### src/rtl/uart_pkg.sv
// Shared register offsets, STATUS bit positions and TX state encoding for the
// memory-mapped UART transmitter.
package uart_pkg;

    localparam logic [1:0] REG_DATA   = 2'd0;
    localparam logic [1:0] REG_STATUS = 2'd1;
    localparam logic [1:0] REG_DIV    = 2'd2;

    localparam int unsigned ST_FULL   = 0;
    localparam int unsigned ST_EMPTY  = 1;
    localparam int unsigned ST_OVF    = 2;
    localparam int unsigned ST_CNT_LO = 8;

    localparam int unsigned DIV_W = 16;
    localparam int unsigned CNT_FIELD_W = 8;

    typedef enum logic [1:0] {
        IDLE,
        START,
        DATA,
        STOP
    } tx_state_t;

endpackage

### src/rtl/sync_fifo.sv
// Single-clock FIFO with occupancy count; pushes when full and pops when empty
// are ignored, and dout shows the head entry combinationally.
module sync_fifo #(
    parameter int unsigned WIDTH = 8,
    parameter int unsigned DEPTH = 16
) (
    input  logic                       clock,
    input  logic                       reset,
    input  logic                       push,
    input  logic                       pop,
    input  logic [WIDTH-1:0]           din,
    output logic [WIDTH-1:0]           dout,
    output logic                       full,
    output logic                       empty,
    output logic [$clog2(DEPTH):0]     count
);

    localparam int unsigned AW = $clog2(DEPTH);
    localparam int unsigned CW = AW + 1;

    logic [WIDTH-1:0] mem [DEPTH];
    logic [AW-1:0]    wr_ptr;
    logic [AW-1:0]    rd_ptr;
    logic             do_push;
    logic             do_pop;

    assign full    = (count == CW'(DEPTH));
    assign empty   = (count == '0);
    assign do_push = push && !full;
    assign do_pop  = pop && !empty;
    assign dout    = mem[rd_ptr];

    // Storage needs no reset: entries are only read after being written.
    always_ff @(posedge clock) begin
        if (do_push) begin
            mem[wr_ptr] <= din;
        end
    end

    always_ff @(posedge clock or posedge reset) begin
        if (reset) begin
            wr_ptr <= '0;
            rd_ptr <= '0;
            count  <= '0;
        end else begin
            if (do_push) begin
                wr_ptr <= wr_ptr + AW'(1);
            end
            if (do_pop) begin
                rd_ptr <= rd_ptr + AW'(1);
            end
            case ({do_push, do_pop})
                2'b10:   count <= count + CW'(1);
                2'b01:   count <= count - CW'(1);
                default: count <= count;
            endcase
        end
    end

endmodule

### src/rtl/uart_tx_mmio.sv
// Memory-mapped 8N1 UART transmitter: 4-word register window on the core word
// bus, byte TX FIFO, programmable baud divisor and one-cycle registered reads.
module uart_tx_mmio
    import uart_pkg::*;
#(
    parameter logic [29:0]       BASE      = 30'h3fff_fffc,
    parameter int unsigned       DEPTH     = 16,
    parameter logic [DIV_W-1:0]  DIV_RESET = 16'd868
) (
    input  logic        clock,
    input  logic        reset,
    input  logic [29:0] bus_addr,
    input  logic [31:0] bus_data_w,
    input  logic [3:0]  bus_mask_w,
    output logic [31:0] bus_data_r,
    output logic        uart_tx,
    output logic        irq_empty
);

    localparam int unsigned CW = $clog2(DEPTH) + 1;

    logic             sel;
    logic [1:0]       off;
    logic             push_req;
    logic             pop;
    logic             ovf_set;
    logic             ovf_clr;
    logic             div_wr;
    logic             st_empty;
    logic [31:0]      status_word;
    logic [31:0]      rd_next;
    logic [DIV_W-1:0] eff_div;

    logic             fifo_full;
    logic             fifo_empty;
    logic [7:0]       fifo_dout;
    logic [CW-1:0]    fifo_count;

    logic             ovf;
    logic [DIV_W-1:0] div;

    tx_state_t        state;
    logic [7:0]       shift;
    logic [2:0]       bitcnt;
    logic [DIV_W-1:0] timer;

    logic             unused_bits;

    assign unused_bits = ^{bus_data_w[31:16], bus_mask_w[3:2]};

    // Address decode and write strobes.
    assign sel      = (bus_addr[29:2] == BASE[29:2]);
    assign off      = bus_addr[1:0];
    assign push_req = sel && (off == REG_DATA) && bus_mask_w[0];
    assign ovf_set  = push_req && fifo_full;
    assign ovf_clr  = sel && (off == REG_STATUS) && bus_mask_w[0] && bus_data_w[ST_OVF];
    assign div_wr   = sel && (off == REG_DIV);

    assign pop      = (state == IDLE) && !fifo_empty;
    assign eff_div  = (div == '0) ? DIV_W'(1) : div;
    assign st_empty = fifo_empty && (state == IDLE);

    sync_fifo #(
        .WIDTH (8),
        .DEPTH (DEPTH)
    ) u_fifo (
        .clock (clock),
        .reset (reset),
        .push  (push_req),
        .pop   (pop),
        .din   (bus_data_w[7:0]),
        .dout  (fifo_dout),
        .full  (fifo_full),
        .empty (fifo_empty),
        .count (fifo_count)
    );

    always_comb begin
        status_word                             = '0;
        status_word[ST_FULL]                    = fifo_full;
        status_word[ST_EMPTY]                   = st_empty;
        status_word[ST_OVF]                     = ovf;
        status_word[ST_CNT_LO +: CNT_FIELD_W]   = CNT_FIELD_W'(fifo_count);
    end

    // Read mux samples pre-edge state; unselected cycles return zero for OR-ing.
    always_comb begin
        rd_next = '0;
        if (sel) begin
            case (off)
                REG_STATUS: rd_next = status_word;
                REG_DIV:    rd_next = {16'h0000, div};
                default:    rd_next = '0;
            endcase
        end
    end

    always_ff @(posedge clock or posedge reset) begin
        if (reset) begin
            bus_data_r <= '0;
            ovf        <= 1'b0;
            div        <= DIV_RESET;
            irq_empty  <= 1'b1;
        end else begin
            bus_data_r <= rd_next;
            irq_empty  <= st_empty;
            if (ovf_set) begin
                ovf <= 1'b1;
            end else if (ovf_clr) begin
                ovf <= 1'b0;
            end
            if (div_wr && bus_mask_w[0]) begin
                div[7:0] <= bus_data_w[7:0];
            end
            if (div_wr && bus_mask_w[1]) begin
                div[15:8] <= bus_data_w[15:8];
            end
        end
    end

    // TX serialiser; the bit timer reloads from the live divisor at every bit boundary.
    always_ff @(posedge clock or posedge reset) begin
        if (reset) begin
            state   <= IDLE;
            shift   <= '0;
            bitcnt  <= '0;
            timer   <= '0;
            uart_tx <= 1'b1;
        end else begin
            case (state)
                IDLE: begin
                    uart_tx <= 1'b1;
                    if (!fifo_empty) begin
                        shift   <= fifo_dout;
                        bitcnt  <= '0;
                        timer   <= eff_div;
                        uart_tx <= 1'b0;
                        state   <= START;
                    end
                end
                START: begin
                    if (timer == DIV_W'(1)) begin
                        timer   <= eff_div;
                        uart_tx <= shift[0];
                        state   <= DATA;
                    end else begin
                        timer <= timer - DIV_W'(1);
                    end
                end
                DATA: begin
                    if (timer == DIV_W'(1)) begin
                        timer <= eff_div;
                        if (bitcnt == 3'd7) begin
                            uart_tx <= 1'b1;
                            state   <= STOP;
                        end else begin
                            shift   <= {1'b0, shift[7:1]};
                            uart_tx <= shift[1];
                            bitcnt  <= bitcnt + 3'd1;
                        end
                    end else begin
                        timer <= timer - DIV_W'(1);
                    end
                end
                STOP: begin
                    if (timer == DIV_W'(1)) begin
                        uart_tx <= 1'b1;
                        state   <= IDLE;
                    end else begin
                        timer <= timer - DIV_W'(1);
                    end
                end
                default: begin
                    uart_tx <= 1'b1;
                    state   <= IDLE;
                end
            endcase
        end
    end

endmodule

### config.mk
export PLATFORM = sky130hd
export DESIGN_NAME = uart_tx_mmio
export DESIGN_NICKNAME = d
export VERILOG_FILES = /design/src/rtl/uart_pkg.sv /design/src/rtl/sync_fifo.sv /design/src/rtl/uart_tx_mmio.sv
export SDC_FILE = /design/constraint.sdc
export NUM_CORES = 1
export LEC_CHECK = 0
export BUFFER_PORTS_ARGS = -buffer_cell sky130_fd_sc_hd__buf_2
export CAP_MARGIN = 10
export CORE_AREA = 2 2 161 202
export CTS_CLUSTER_DIAMETER = 100
export CTS_CLUSTER_SIZE = 30
export DETAILED_ROUTE_END_ITERATION = 10
export DIE_AREA = 0 0 163 204
export PLACE_DENSITY = 0.56
export SETUP_SLACK_MARGIN = 0.05
export SYNTH_ARGS = -nofsm -noshare
export SYNTH_HDL_FRONTEND = slang
export SYNTH_HIERARCHICAL = 1
export SYNTH_SLANG_ARGS = --single-unit
### constraint.sdc
create_clock -name clock -period 4.3 [get_ports clock]
set_input_delay 0.215 -clock clock [delete_from_list [all_inputs] [get_ports clock]]
set_output_delay 0.215 -clock clock [all_outputs]
set_load 0.02 [all_outputs]
* Yosys cells after proc, flatten, opt, wreduce, memory -nomap -nowiden
Memory sizes are Yosys's and may differ from the RTL's.
Index checks and enable logic that the tools add are counted.
** Storage, ports and cells
- Bits in registers :: 93
- Bits in writable memories :: 128
- Input bits :: 68
- Output and inout port bits :: 34
- Logic and storage cells :: 97
- Memories kept :: 1
** Memory list
- u_fifo.mem :: words 16, width 8, read ports 1, clocked after Yosys merged registers in 0, wr ports 1, RTL line sync_fifo.sv:21 : logic [WIDTH-1:0] mem [DEPTH];
** Cells by class
- Add/subtract/negate cells :: 6
- Equal/unequal tests :: 18
- Muxes and demuxes :: 32
- Reduce and logical (&&, ||, !) cells :: 27
** Operators with widths (number)
- 16-bit 2-to-1 mux :: 5
- 16-bit one-hot mux with 3 select lines :: 1
- 16-bit one-hot mux with 2 select lines :: 1
- 28-bit == test (second input constant) :: 1
- 8-bit 2-to-1 mux :: 3
- 16-bit by 1-bit == test with 1-bit output (second input constant) :: 1
- 16-bit zero test :: 1
- 8-bit one-hot mux with 2 select lines :: 1
- 16-bit by 1-bit subtractor with 16-bit output (second input constant) :: 1
- 2-bit != test (second input constant) :: 7
- 1-bit logical AND :: 13
- 2-bit 2-to-1 mux :: 5
- 5-bit one-hot mux with 2 select lines :: 1
- 1-bit 2-to-1 mux :: 9
- 3-bit 2-to-1 mux :: 3
- 4-bit by 1-bit adder with 4-bit output (second input constant) :: 2
- 2-bit == test (second input constant) :: 4
- 2-bit one-hot mux with 4 select lines :: 1
- 2-bit by 1-bit == test with 1-bit output (second input constant) :: 3
- 3-bit one-hot mux with 2 select lines :: 1
- 2-bit nonzero test :: 3
- 5-bit by 1-bit adder with 5-bit output (second input constant) :: 1
- 5-bit == test (second input constant) :: 1
- 5-bit zero test :: 1
- other kinds (11) :: 13

* Logic depth before layout (Yosys ltp)
- Depth in word-level cells :: 6
- Depth in mapped cells :: 15

* Modules after synthesis
The synthesis kept the hierarchy.
** Modules (own cells, without submodules)
- sync_fifo :: times used 1, cells an instance 333, area each 5789.3 µm², seq. area each 4169.0 µm²
- uart_tx_mmio :: times used 1, cells an instance 311, area each 3479.6 µm², seq. area each 1610.3 µm²

* Worst setup path after synthesis
Ideal clock, no wire load.
- Path kind :: input port to flip-flop
- Start :: input bus_addr[28]
- End :: register u_fifo.count[4]
- Library setup time :: 123 ps
- Arrival :: 3166 ps
- Data required time :: 4177 ps
- Path slack :: 1011 ps
- Cell stages on the path :: 14
- Buffers on the path :: 1
- Cell sequence :: nand4_1 -> or4_1 -> nor4_4 -> and3_1 -> and2_1 -> buf_2 -> inv_1 -> ha_1 -> ha_1 -> nor2b_1 -> o21ai_0 -> a21oi_1 -> or3b_1 -> xnor2_1
** Between the ends
- Longest elaborated chain between the ends :: 6
** RTL lines
- from (decl) :: RTL line uart_tx_mmio.sv:12 : input logic [29:0] bus_addr,
- 28-bit == test * :: RTL line uart_tx_mmio.sv:52 : assign sel = (bus_addr[29:2] == BASE[29:2]);
- 1-bit logical AND * (2 in a row) :: RTL line uart_tx_mmio.sv:54 : assign push_req = sel && (off == REG_DATA) && bus_mask_w[0];
- named net push_req :: RTL line uart_tx_mmio.sv:24 : logic push_req;
- 1-bit logical AND * :: RTL line sync_fifo.sv:29 : assign do_push = push && !full;
- 2-bit by 1-bit == test with 1-bit output or 2-bit == test (tied branches) :: RTL line sync_fifo.sv:52 : case ({do_push, do_pop})
- 5-bit one-hot mux with 2 select lines or 2-bit nonzero test (tied branches)
- to (signal assigned) :: RTL line sync_fifo.sv:53 : 2'b10: count <= count + CW'(1);
- to (signal assigned) :: RTL line sync_fifo.sv:54 : 2'b01: count <= count - CW'(1);
- to (signal assigned) :: RTL line sync_fifo.sv:55 : default: count <= count;
- to (decl) :: RTL line sync_fifo.sv:15 : output logic [$clog2(DEPTH):0] count
The timed path passes the listed nets; every way through them passes the cells marked *.
A chain may end at the register's enable or synchronous reset.

* Final worst setup path
- Start :: register state[0]
- End :: register u_fifo.count[4]
** Between the ends
- Longest elaborated chain between the ends :: 5
** RTL lines
- from (decl) :: RTL line uart_tx_mmio.sv:42 : tx_state_t state;
- from (signal assigned) :: RTL line uart_tx_mmio.sv:124 : state <= IDLE;
- from (signal assigned) :: RTL line uart_tx_mmio.sv:138 : state <= START;
- from (signal assigned) :: RTL line uart_tx_mmio.sv:145 : state <= DATA;
- 2-bit zero test * :: RTL line uart_tx_mmio.sv:59 : assign pop = (state == IDLE) && !fifo_empty;
- 1-bit logical AND * :: RTL line uart_tx_mmio.sv:59
- named net pop :: RTL line uart_tx_mmio.sv:25 : logic pop;
- 1-bit logical AND * :: RTL line sync_fifo.sv:30 : assign do_pop = pop && !empty;
- 2-bit by 1-bit == test with 1-bit output or 2-bit == test (tied branches) :: RTL line sync_fifo.sv:52
- 5-bit one-hot mux with 2 select lines or 2-bit nonzero test (tied branches)
Marks and branches as above.

==> impl_metrics.py <==
metrics = {
    "status": {
        "status": "finished clean",
    },
    "global_route": {
        "grt_pass1_wl_um": 31600,
        "antenna_found_initial": 0,
        "gr-usage-all-layers_pct": 12.3,
        "grt_remaining_overflow": 0,
        "grt_max_degree": 52,
        "grt_pass1_vias": 5565,
    },
    "timing": {
        "fmax_mhz": 283,
        "final.period_utilization_pct": 82.2,
        "setup_viol": 0,
        "rsz0062_at_grt": "false",
        "fin_worst_skew_ns": 0.0222,
        "worst_pin_slew_ns": 0.834,
        "fin_crit_ns": 3.54,
        "max_slew_margin_pct": 44.2,
        "fin_tns_setup_ns": 0,
        "finalHoldViolations": 0,
        "drv_slew": 0,
    },
    "power": {
        "peakVddDrop_mv": 0.194,
        "p_leak_nw": 3.93,
        "powerDensity_nw_per_um2": 350,
    },
    "hold_path": {
        "hp-class": "in -> reg",
        "hold_start": "bus_mask_w[0]",
        "min_delay_path_depth": 3,
        "min_to": "ovf",
    },
    "clock_tree": {
        "cts_buffers": 11,
        "cts_setup_buffers": 0,
        "insertion_delay_ns": 0.48,
        "ctsHtreeMaxLevel": 1,
        "cts_root_buffer": "clkbuf_16",
        "cts_tree": "yes",
        "clock-sinks": 205,
        "path_clk_slew_ns": 0.11,
        "cts_max_path_buffers": 3,
    },
    "logic_synthesis": {
        "yosysTopAreaCellShare_pct": 41.5,
        "synth-seq-area-share_pct": 62.4,
        "yosys_warnings": 6,
        "yosys_register_bits": 205,
        "synthArstFlopShare_pct": 37.6,
        "ys.flop_type": "edfxtp_1",
        "netlist_area_um2": 9270,
        "ys_types": 71,
        "synth_edf_count": 128,
        "synth_area_per_cell_um2": 14.4,
        "netlist_top_cells_area": "edfxtp_1, dfrtp_1, mux2_2",
        "syn-instance-count": 644,
        "yosys.area.top_type": "edfxtp_1",
    },
    "setup_path": {
        "reg2regPathDepth": 13,
        "rrSetupSlack_ns": 0.76,
        "arrival_ns": 3.90,
        "worstPathMaxFanout": 9,
        "critical_path_required_ns": 4.67,
        "path_class": "reg -> reg",
        "crit_family": "simple AND/OR/NAND/NOR gates",
        "cp-end-kind": "flip-flop",
        "reg2reg_to": "u_fifo/count[4]",
        "crit_slowest_cell": "nor2b_1",
        "crit_path_max_incr_delay_ns": 0.52,
        "crit_path_frequent_cell": "inv_1",
        "crit-reg2reg-launch": "state[0]",
        "path_buf_inv": 3,
        "cp-start-kind": "flip-flop",
        "crit_chain": "inv_1, ha_1, inv_1, nor2_1, nor2b_1, ha_1, inv_1, fa_1, nor2b_1, o21ai_0, nand3_1, or3b_1, xnor2_1",
    },
    "finish": {
        "drive_gt1_share_pct": 25.7,
        "finish.net_count": 802,
        "syn2layout_area_growth_pct": 11.9,
        "antennaDiodeCount": 0,
        "final_cells": 1129,
    },
    "drt": {
        "wl_per_cell_um": 18.1,
        "drtPass1Iterations": 4,
        "postRouteAntennaNets": 0,
        "vias": 5453,
        "drc": 0,
        "postRouteWirelength_um": 20500,
        "via_per_inst": 4.83,
        "drt_iter0_markers": 329,
    },
    "placed_design": {
        "gp_congestion": 0.767,
        "numPlacedInstances": 1103,
        "post-dp-hpwl_um": 14100,
        "io_buffer_count": 67,
    },
    "floorplanning": {
        "ios": 102,
        "coreArea_um2": 31500,
        "die_x_um": 163,
        "die_h_um": 204,
        "die-area_um2": 33300,
        "rows": 73,
        "initial_utilization_pct": 29.4,
    },
    "flow_run": {
        "maxCapViolCount": 0,
    },
}
[how the worst max path moves through the flow]
stage | from | end | slack, ns | depth (start not counted)
finish | state[0] | u_fifo/count[4] | 0.76 | 13
global route | state[0] | u_fifo/count[4] | 0.57 | 13
CTS | state[0] | u_fifo/count[4] | 0.75 | 13
detailed placement | state[0] | u_fifo/count[4] | 0.77 | 13
global placement | bus_addr[28] | u_fifo/count[4] | 0.81 | 15
floorplan | bus_addr[28] | u_fifo/count[4] | 1.01 | 14
[power breakdown]
part	total, W	internal (W)	switching (W)
clock network	0.00115	0.000501	0.000647
logic	0.000328	0.000130	0.000198
registers	0.00216	0.00213	0.0000215
total	0.00363	0.00276	0.000867
[worst reg2reg max path: stages (launching register included)]
cell and delay (ns):
dfrtp_1 0.42, inv_1 0.11, ha_1 0.38, inv_1 0.13, nor2_1 0.23, nor2b_1 0.52, ha_1 0.34, inv_1 0.10
fa_1 0.40, nor2b_1 0.11, o21ai_0 0.10, nand3_1 0.09, or3b_1 0.36, xnor2_1 0.13
[through the flow]
step | hold slack [ns] | utilization, % | total power [W] | area (µm²) | setup WS [ns]
2_1_floorplan | 0.0920 | - | 0.00243 | 9330 | 1.01
3_3_place_gp | 0.183 | 31.6 | 0.00252 | 9950 | 0.809
3_5_place_dp | 0.183 | 31.6 | 0.00253 | 9950 | 0.773
4_1_cts | 0.0831 | 32.9 | 0.00368 | 10400 | 0.753
5_1_grt | 0.101 | 32.9 | 0.00377 | 10400 | 0.574
6_report | 0.102 | 32.9 | 0.00363 | 10400 | 0.765
[final cells by class]
type	count	area [µm²]
clock buffers	14	287
multi-input cells	386	3140
flip-flops and latches	205	5780
clock inverters	3	45.0
well taps	412	515
repair buffers	87	520
inverters	22	82.6
fillers	3092	21100
[flip-flops by register name, indices dropped and copies added, names as in the netlist]
| name | flops |
|---|---|
| bitcnt | 3 |
| bus_data_r | 16 |
| div | 16 |
| irq_empty | 1 |
| ovf | 1 |
| shift | 8 |
| state | 2 |
| timer | 16 |
| u_fifo/count | 5 |
| u_fifo/mem | 128 |
| u_fifo/rd_ptr | 4 |
| u_fifo/wr_ptr | 4 |
| uart_tx | 1 |
[kinds of logic (layout without fill, tap and decap cells)]
| family | Yosys count | in the layout | synth area share [%] |
|---|---|---|---|
| flip-flops | 205 | 205 | 62.4 |
| multiplexers | 86 | 86 | 12.1 |
| other | 1 | 16 | 0.0405 |
| AND/OR/NAND/NOR | 153 | 153 | 9.44 |
| AO/OA/AOI/OAI | 100 | 100 | 7.80 |
| adder cells (fa/ha/maj) | 21 | 21 | 2.92 |
| XOR/XNOR | 10 | 10 | 0.945 |
| buffers and inverters | 68 | 126 | 4.40 |
[cell usage after synthesis, types with 11 or more instances]
cell,n
nor2_1,30
a22oi_1,21
mux4_2,16
dfrtp_1,70
nand2_1,37
mux2_2,41
a21oi_1,14
mux2i_1,27
edfxtp_1,128
ha_1,20
inv_1,22
clkbuf_1,11
buf_4,18
o21ai_0,26
[timing repair]
action,4_1_cts,5_1_grt
resized for setup,0,0
hold buffers,9,0
endpoints found under the hold margin,34,0
[layout by cell type (no fill, tap or decap), types with 21 or more instances in the layout]
cell / netlist / layout
edfxtp_1: 128 / 128
dfrtp_1: 70 / 69
buf_2: 7 / 67
mux2_2: 41 / 41
nand2_1: 37 / 37
nor2_1: 30 / 30
mux2i_1: 27 / 27
o21ai_0: 26 / 26
inv_1: 22 / 21
a22oi_1: 21 / 21
[routing by layer]
metal / routed length [µm] / global-route usage [%] / vias to the layer above
met5: 0 / 0 / -
met4: 318 / 2.94 / 0
met3: 579 / 1.10 / 18
met2: 11000 / 23.3 / 89
met1: 8530 / 15.0 / 2796
li1: - / - / 2550
(Power assumes the default switching activity.)
